<file path="config.mk">
export PLATFORM = sky130hd
export DESIGN_NAME = debug_hex_monitor
export DESIGN_NICKNAME = d
export VERILOG_FILES = /design/src/rtl/debug_pkg.sv /design/src/rtl/dbg_capture_slot.sv /design/src/rtl/debug_hex_monitor.sv
export SDC_FILE = /design/constraint.sdc
export NUM_CORES = 1
export LEC_CHECK = 0
export BUFFER_PORTS_ARGS = -buffer_cell sky130_fd_sc_hd__clkbuf_2
export CORE_ASPECT_RATIO = 1.5
export CORE_MARGIN = 1.5
export CORE_UTILIZATION = 35
export CTS_BUF_LIST = sky130_fd_sc_hd__clkbuf_8
export CTS_CLUSTER_SIZE = 8
export DETAILED_ROUTE_END_ITERATION = 6
export GPL_ROUTABILITY_DRIVEN = 1
export HOLD_SLACK_MARGIN = 0.15
export SYNTH_ARGS = -nofsm -noshare
export SYNTH_HDL_FRONTEND = slang
export SYNTH_SLANG_ARGS = --single-unit
</file>
<file path="constraint.sdc">
create_clock -name Clk -period 3.3 [get_ports Clk]
set_clock_uncertainty 0.2 [all_clocks]
set_input_delay 0.495 -clock Clk [delete_from_list [all_inputs] [get_ports Clk]]
set_output_delay 0.495 -clock Clk [all_outputs]
set_load 0.01 [all_outputs]
</file>
<file path="src/rtl/debug_pkg.sv">
`default_nettype none
// ============================================================================
//  Module   : debug_pkg
//  Purpose  : Shared types and constants for the debug hex monitor.
//  Revision : 1.0 - initial release
// ============================================================================
package debug_pkg;

  typedef enum logic [1:0] {
    DBG_LIVE = 2'b00,
    DBG_CAPT = 2'b01,
    DBG_AUTO = 2'b10
  } dbg_mode_e;

  typedef enum logic [0:0] {
    AC_IDLE = 1'b0,
    AC_RUN  = 1'b1
  } auto_state_e;

  localparam logic [3:0] DBG_OOR_NIBBLE = 4'h1;

  // The unused encoding 2'b11 behaves exactly like live mode.
  function automatic dbg_mode_e decode_mode(input logic [1:0] raw);
    dbg_mode_e m;
    case (raw)
      2'b01:   m = DBG_CAPT;
      2'b10:   m = DBG_AUTO;
      default: m = DBG_LIVE;
    endcase
    return m;
  endfunction

endpackage
`default_nettype wire

</file>
<file path="src/rtl/dbg_capture_slot.sv">
`default_nettype none
// ============================================================================
//  Module   : dbg_capture_slot
//  Purpose  : One channel's rising-edge capture register and sticky flag.
//  Revision : 1.0 - initial release
// ============================================================================
module dbg_capture_slot #(
  parameter int DW = 24
) (
  input  logic          i_clk,
  input  logic          i_rst_n,
  input  logic          i_capture,
  input  logic [DW-1:0] i_data,
  input  logic          i_clear,
  output logic [DW-1:0] o_cap_data,
  output logic          o_flag
);

  logic          r_prev;
  logic [DW-1:0] r_cap;
  logic          r_flag;
  logic          w_edge;

  assign w_edge = i_capture & ~r_prev;

  always_ff @(posedge i_clk or negedge i_rst_n) begin
    if (!i_rst_n) begin
      r_prev <= 1'b0;
      r_cap  <= '0;
      r_flag <= 1'b0;
    end else begin
      r_prev <= i_capture;
      if (w_edge) r_cap <= i_data;
      // A new capture outranks a clear landing in the same cycle.
      if (w_edge)       r_flag <= 1'b1;
      else if (i_clear) r_flag <= 1'b0;
    end
  end

  assign o_cap_data = r_cap;
  assign o_flag     = r_flag;

endmodule
`default_nettype wire

</file>
<file path="src/rtl/debug_hex_monitor.sv">
`default_nettype none
// ============================================================================
//  Module   : debug_hex_monitor
//  Purpose  : Multi-channel hex debug display with capture and auto-cycling.
//  Revision : 1.0 - initial release
// ============================================================================
module debug_hex_monitor
  import debug_pkg::*;
#(
  parameter  int NUM_CH    = 8,
  parameter  int DIGITS    = 6,
  parameter  int CYCLE_DIV = 50_000_000,
  localparam int DW        = 4 * DIGITS,
  localparam int SEL_W     = $clog2(NUM_CH)
) (
  input  logic                 Clk,
  input  logic                 Reset_n,
  input  logic [NUM_CH*DW-1:0] ch_data,
  input  logic [NUM_CH-1:0]    ch_capture,
  input  logic [SEL_W:0]       sel,
  input  logic [1:0]           mode,
  input  logic                 freeze,
  input  logic                 step,
  output logic [DW-1:0]        hex_digits,
  output logic [SEL_W-1:0]     cur_ch,
  output logic [NUM_CH-1:0]    cap_flag,
  output logic                 sel_oor
);

  localparam int               CNT_W      = $clog2(CYCLE_DIV);
  localparam logic [SEL_W:0]   c_num_ch   = (SEL_W+1)'(NUM_CH);
  localparam logic [SEL_W-1:0] c_last_ch  = SEL_W'(NUM_CH - 1);
  localparam logic [CNT_W-1:0] c_cnt_last = CNT_W'(CYCLE_DIV - 1);

  dbg_mode_e       w_mode;
  logic            w_auto;
  logic            w_capt;
  logic            w_sel_ok;
  logic            w_oor;
  logic [SEL_W-1:0] w_sel_idx;

  logic [DW-1:0]   w_live [NUM_CH];
  logic [DW-1:0]   w_cap  [NUM_CH];
  logic [NUM_CH-1:0] w_flag;

  auto_state_e     r_state, w_state_nxt;
  logic [CNT_W-1:0] r_cnt, w_cnt_nxt;
  logic [SEL_W-1:0] r_cur_ch, w_cur_nxt;
  logic [DW-1:0]   r_hex, w_hex_nxt;
  logic            r_sel_oor;
  logic            w_run, w_start, w_adv;
  logic [SEL_W-1:0] w_ch_inc;

  assign w_mode    = decode_mode(mode);
  assign w_auto    = (w_mode == DBG_AUTO);
  assign w_capt    = (w_mode == DBG_CAPT);
  assign w_sel_ok  = (sel < c_num_ch);
  assign w_sel_idx = sel[SEL_W-1:0];
  assign w_oor     = !w_auto && !w_sel_ok;

  generate
    for (genvar i = 0; i < NUM_CH; i++) begin : g_slot
      assign w_live[i] = ch_data[i*DW +: DW];
      dbg_capture_slot #(.DW(DW)) u_slot (
        .i_clk      (Clk),
        .i_rst_n    (Reset_n),
        .i_capture  (ch_capture[i]),
        .i_data     (ch_data[i*DW +: DW]),
        .i_clear    (w_capt && !freeze && (r_cur_ch == SEL_W'(i))),
        .o_cap_data (w_cap[i]),
        .o_flag     (w_flag[i])
      );
    end
  endgenerate

  always_ff @(posedge Clk or negedge Reset_n) begin
    if (!Reset_n) begin
      r_state   <= AC_IDLE;
      r_cnt     <= '0;
      r_cur_ch  <= '0;
      r_hex     <= '0;
      r_sel_oor <= 1'b0;
    end else begin
      r_state   <= w_state_nxt;
      r_cnt     <= w_cnt_nxt;
      r_cur_ch  <= w_cur_nxt;
      r_hex     <= w_hex_nxt;
      r_sel_oor <= w_oor;
    end
  end

  assign w_run    = (r_state == AC_RUN) && w_auto;
  assign w_start  = (r_state == AC_IDLE) && w_auto;
  assign w_adv    = w_run && ((r_cnt == c_cnt_last) || step);
  assign w_ch_inc = (r_cur_ch == c_last_ch) ? '0 : r_cur_ch + SEL_W'(1);

  // Freeze parks the whole display path, including pending mode transitions.
  always_comb begin
    w_state_nxt = r_state;
    w_cnt_nxt   = r_cnt;
    w_cur_nxt   = r_cur_ch;
    w_hex_nxt   = r_hex;
    if (!freeze) begin
      w_state_nxt = w_auto ? AC_RUN : AC_IDLE;

      if (w_run) w_cnt_nxt = w_adv ? '0 : r_cnt + CNT_W'(1);
      else       w_cnt_nxt = '0;

      if (w_start)                  w_cur_nxt = w_sel_ok ? w_sel_idx : '0;
      else if (w_run && w_adv)      w_cur_nxt = w_ch_inc;
      else if (!w_auto && w_sel_ok) w_cur_nxt = w_sel_idx;

      if (w_oor)       w_hex_nxt = {DIGITS{DBG_OOR_NIBBLE}};
      else if (w_capt) w_hex_nxt = w_cap[r_cur_ch];
      else             w_hex_nxt = w_live[r_cur_ch];
    end
  end

  assign hex_digits = r_hex;
  assign cur_ch     = r_cur_ch;
  assign cap_flag   = w_flag;
  assign sel_oor    = r_sel_oor;

endmodule
`default_nettype wire
</file>
## Word-level counts from Yosys, hierarchy flattened

Index checks and enable logic that the tools add are counted.

- $add $sub $neg: 2
- Magnitude comparators: 2
- Equal/unequal tests: 12
- Multiplexer cells: 33
- Bitwise operators: 19
- Reduce and logical (&&, ||, !) cells: 30

Operators by type and width:

| operator | number |
|---|---|
| 24-bit binary-select mux with 3-bit select | 2 |
| 24-bit two-way mux | 6 |
| 26-bit two-way mux | 2 |
| 26-bit by 1-bit adder with 26-bit output, second input constant | 1 |
| 26-bit == test, second input constant | 1 |
| 1-bit two-way mux | 17 |
| 2-bit nonzero test | 8 |
| 1-bit logical AND | 15 |
| 3-bit two-way mux | 5 |
| 3-bit == test, second input constant | 4 |
| 1-bit NOT | 10 |
| 1-bit AND | 8 |
| 3-bit by 2-bit == test with 1-bit output, second input constant | 2 |
| 2-bit by 1-bit == test with 1-bit output, second input constant | 2 |
| 2-bit == test, second input constant | 2 |
| 4-bit >= comparator, second input constant | 1 |
| 4-bit less-than comparator, second input constant | 1 |
| 3-bit NOT with 4-bit output | 1 |
| 2-bit one-hot mux with 2 select lines | 1 |
| 3-bit by 1-bit adder with 3-bit output, second input constant | 1 |
| 3-bit by 1-bit == test with 1-bit output, second input constant | 1 |
| 1-bit logical NOT | 3 |
| 3-bit logical NOT | 1 |
| 3-bit nonzero test | 1 |
| other kinds (2) | 2 |

- Register bits: 263
- Input port bits: 210
- Output and inout port bits: 36
- Word-level logic and storage cells: 127

## Logic depth before layout (Yosys ltp)

- Depth after elaboration: 8
- Depth in mapped cells: 7
- Mapped depth without buffers: 6

## Hierarchy

A second synthesis with hierarchy kept.

- Cells, all modules: 921
- Area, all modules: 14189.9 um^2

By module, submodules not included:

| module | instances | cells each | area an instance (um^2) | sequential area each (um^2) |
|---|---|---|---|---|
| dbg_capture_slot | 8 | 56 | 1068.5 | 650.6 |
| debug_hex_monitor | 1 | 473 | 5641.7 | 1376.3 |

## Least setup slack after synthesis

OpenSTA, ideal clock, no wires.

- Path type: register to register
- Start point: register r_cur_ch[0], in the netlist cur_ch[0]
- End point: register r_hex[1], in the netlist hex_digits[1]
- Setup time: 0.138 ns
- Data arrival time: 2.036 ns
- Slack: 0.926 ns
- Stages on the path, launching flop included: 7
- Clock period less this slack: 2.374 ns
- Path through: dfrtp_1 > buf_2 > buf_4 > buf_2 > mux4_2 > a221oi_1 > o21ai_0

- Word-level cells in the longest chain between the ends: 6
- Elaborated cells between the ends (all ways): 9
- Those cells by class: mux (8); bitwise (1)

RTL lines:

| item | line | text |
|---|---|---|
| start, declared | debug_hex_monitor.sv:48 | `logic [SEL_W-1:0] r_cur_ch, w_cur_nxt;` |
| start signal, assigned | debug_hex_monitor.sv:86 | `r_cur_ch <= w_cur_nxt;` |
| 3-bit NOT with 4-bit output (not written as such) (*) | debug_hex_monitor.sv:114, debug_hex_monitor.sv:115 |  |
| 24-bit binary-select mux with 3-bit select (on tied branches) | debug_hex_monitor.sv:115, debug_hex_monitor.sv:114 |  |
| 24-bit two-way mux (on tied branches) (2 in series) | debug_hex_monitor.sv:115, debug_hex_monitor.sv:114 |  |
| 24-bit two-way mux (*) | debug_hex_monitor.sv:114 | `else if (w_capt) w_hex_nxt = w_cap[r_cur_ch];` |
| 24-bit two-way mux (*) | debug_hex_monitor.sv:113 | `if (w_oor) w_hex_nxt = {DIGITS{DBG_OOR_NIBBLE}};` |
| end signal, assigned | debug_hex_monitor.sv:87 | `r_hex <= w_hex_nxt;` |
| end, declared | debug_hex_monitor.sv:49 | `logic [DW-1:0] r_hex, w_hex_nxt;` |

Every way passes the cells marked *; elsewhere a longest branch is shown, timed or not. The select of a mux whose other input is x is not followed.
A chain may end at the register's enable or synchronous reset.

## Final worst setup path

- Start point: register r_cur_ch[0], in the netlist cur_ch[0]
- End point: register r_hex[18], in the netlist hex_digits[18]

The elaborated chain is that of the path after synthesis.

==> results.json <==
{
  "tightest_slew_ns": 1.081,
  "min_from": "step",
  "synthTopCellsByArea": "dfrtp_1 50%, mux2_2 16%, mux4_2 16%, a221oi_1 1.6%, nand2_1 1.3%",
  "synth_warnings": 0,
  "holdPathStages": 4,
  "start_kind": "flip-flop",
  "synth_xor_area_share_pct": 0.3973,
  "dp_hpwl_mm": 29.25,
  "p_per_area_mw_per_mm2": 503.3,
  "outcome": "finished, final reports clean",
  "start_util_pct": 35.32,
  "cts-root-buf": "clkbuf_8",
  "cts.sinks": 263,
  "layout_commonest_cell": "dfrtp_1",
  "area_delta_synth_final_pct": 35.65,
  "overflow": 0,
  "cts_tree": "done",
  "synth_compound_gate_area_share_pct": 6.707,
  "synthFlopType": "dfrtp_1",
  "r2r-end": "hex_digits[18]$_DFFE_PN0N_",
  "syn_area_sq_mm": 0.01323,
  "fp-row-count": 87,
  "via_per_inst": 5.295,
  "grt_pass1_wl_mm": 64.94,
  "cts_inserted_buffers": 44,
  "portBuffers": 245,
  "min_period_ns": 2.853,
  "setup_violations": 0,
  "muxShareOfSynthArea_pct": 33.22,
  "totalWireLength_mm": 42.67,
  "synthArstFlopShare_pct": 100.0,
  "postSynthAreaPerCell_sq_um": 14.19,
  "avgRoutedWirePerCell_um": 22.42,
  "nNetsFinal": 1599,
  "via_count": 10077,
  "htree_levels": 2,
  "die_area_sq_mm": 0.03899,
  "synth-adder-area-share_pct": 0.6622,
  "cp_max_fo": 37,
  "syn_nets": 1149,
  "max_slew_margin_pct": 27.70,
  "synth_cell_types": 57,
  "fin_tns_setup_ns": 0,
  "worst_setup_path_end_kind": "flip-flop",
  "r2r_cells": 5,
  "worstSetupPathType": "flip-flop to flip-flop",
  "worstPathRequired_ns": 3.52,
  "synthCells": 932,
  "ys_ff_latch": 263,
  "cp_data_arrival_time_ns": 3.07,
  "place_congestion": 0.8444,
  "synth_area_leader_cell": "dfrtp_1",
  "hold_end": "r_cnt[1]$_DFFE_PN0N_",
  "slew_violations": 0,
  "reg2reg_slack_ns": 0.45,
  "grt_max_degree": 80,
  "drc": 0,
  "synth_seq_area_share_pct": 49.76,
  "num-fill-cells": 3368,
  "drtIter0Drc": 643,
  "leakage_nw": 7.668,
  "antenna_left": 0,
  "synth_top_family_by_area": "multiplexers",
  "multiInputGateArea_sq_mm": 0.006269,
  "die_h_um": 241.1,
  "cts.clk_slew.worst_paths_ns": 0.06,
  "grt_pass1_vias": 11307,
  "rsz0062_at_grt": "false",
  "drt_pass1_iterations": 4,
  "final_area_sq_mm": 0.01794,
  "rr_startpoint": "cur_ch[0]$_DFFE_PN0P_",
  "coreArea_sq_mm": 0.03745,
  "fin_hold_ws_ns": 0.2106,
  "holdBufCountCts": 208,
  "fin_crit_sh_pct": 86.46,
  "clk_latency_ns": 0.57,
  "hold_path_class": "input port to flip-flop",
  "postCtsResizedCells": 0,
  "yosys.area.top_type_share_pct": 49.76,
  "drv_cap": 0,
  "hold_viol_final": 0,
  "seq_area_sq_mm": 0.006589,
  "mostFrequentLayoutCells": "261 x dfrtp_1, 244 x clkbuf_2, 208 x dlygate4sd3_1",
  "die_w_um": 161.7,
  "max_freq_ghz": 0.3505,
  "peakVddDrop_uv": 336.2,
  "drive_above_1_share_pct": 45.56,
  "placed_area_sq_mm": 0.01506,
  "synth_edf_count": 0,
  "ctsLongestPathBuffers": 3,
  "post_cts_buffers": 0,
  "antenna_found_initial": 3,
  "grt_usage_pct": 22.29,
  "synth-simple-area-share_pct": 5.931,
  "ios": 246
}
## registers in the layout, summed over array words and instances, names as in the netlist
signal                    flops
cur_ch                        3
g_slot.u_slot.o_cap_data    192
g_slot.u_slot.o_flag          8
g_slot.u_slot.r_prev          8
hex_digits                   24
r_cnt                        26
r_state                       1
sel_oor                       1
## worst max-delay path, cell delays in order, from the launching register on
cell,delay [ns]
dfrtp_4,0.89
buf_12,0.30
mux4_2,0.52
a22o_1,0.37
a221oi_1,0.29
o21ai_0,0.11
## layout make-up
cell class,count,share of cell area [%]
diodes,5,0.06974
clock buffers,50,3.835
clock inverters,23,0.5649
inverters,20,0.4184
multi-input cells,573,34.94
flip-flops and latches,263,36.72
well taps,489,3.410
repair buffers,480,20.04
## synth_stat cells, types with 4 or more instances
library cell    n
a2111oi_0       6
a21o_1          8
a21oi_1         8
a221oi_1       24
a22o_1         18
and2_1          5
and3_1          4
buf_1          14
buf_2          12
buf_4          13
clkbuf_1       35
dfrtp_1       263
ha_1            7
inv_1          19
mux2_2        192
mux2i_1         7
mux4_2         96
nand2_1        45
nand3_1        23
nand4_1        10
nor2_1         16
nor2b_1        10
nor3_1          4
o21ai_0        26
o311ai_1        7
or3_1           8
xor2_1          6
## power by group
group | switching, mW | leakage [nW] | internal (mW) | total [mW]
Combinational | 0.990 | 4.07 | 1.38 | 2.37
Clock | 1.32 | 0.462 | 1.37 | 2.69
Sequential | 0.308 | 3.13 | 3.66 | 3.97
Total | 2.62 | 7.67 | 6.41 | 9.03
## how the worst max path moves through the flow
| stage | startpoint | to | slack, ns | cells after the start |
|---|---|---|---|---|
| floorplan | cur_ch[0]$_DFFE_PN0P_ | hex_digits[1]$_DFFE_PN0N_ | 0.93 | 6 |
| global placement | cur_ch[0]$_DFFE_PN0P_ | hex_digits[2]$_DFFE_PN0N_ | 0.42 | 5 |
| detailed placement | cur_ch[0]$_DFFE_PN0P_ | hex_digits[18]$_DFFE_PN0N_ | 0.43 | 5 |
| CTS | cur_ch[0]$_DFFE_PN0P_ | hex_digits[18]$_DFFE_PN0N_ | 0.41 | 5 |
| global route | cur_ch[0]$_DFFE_PN0P_ | hex_digits[1]$_DFFE_PN0N_ | 0.24 | 5 |
| finish | cur_ch[0]$_DFFE_PN0P_ | hex_digits[18]$_DFFE_PN0N_ | 0.45 | 5 |
## kinds of logic (layout without fill, tap and decap cells)
| family | Yosys count | in the layout |
|---|---|---|
| xor gates and xnor gates | 6 | 6 |
| DFF | 263 | 263 |
| muxes | 295 | 295 |
| AOI/OAI and AO/OA | 119 | 119 |
| other | 0 | 5 |
| and+or+nand+nor | 146 | 146 |
| buffers and inverters | 96 | 573 |
| adders and majority gates | 7 | 7 |
## layer usage
metal | vias to the layer above | part of all wire [%] | global-route usage (%)
met1 | 5213 | 36 | 23.75
met5 | - | 0 | 0
met2 | 288 | 54 | 41.23
li1 | 4481 | - | -
met4 | 0 | 5.9 | 13.98
met3 | 95 | 4.2 | 3.214
## per-stage QoR
step                      std cells  setup WS, ns  power, mW  util (%)
after detailed placement       1617        0.4260      6.220     40.21
after global placement         1617        0.4216      6.172     40.21
after floorplan                 932        0.9258      5.417         -
final                          1903        0.4469      9.031     47.92
after CTS                      1898        0.4102      9.157     47.88
after global routing           1901        0.2362      9.497     47.90
Note: power is estimated with default switching activity, not from simulation.
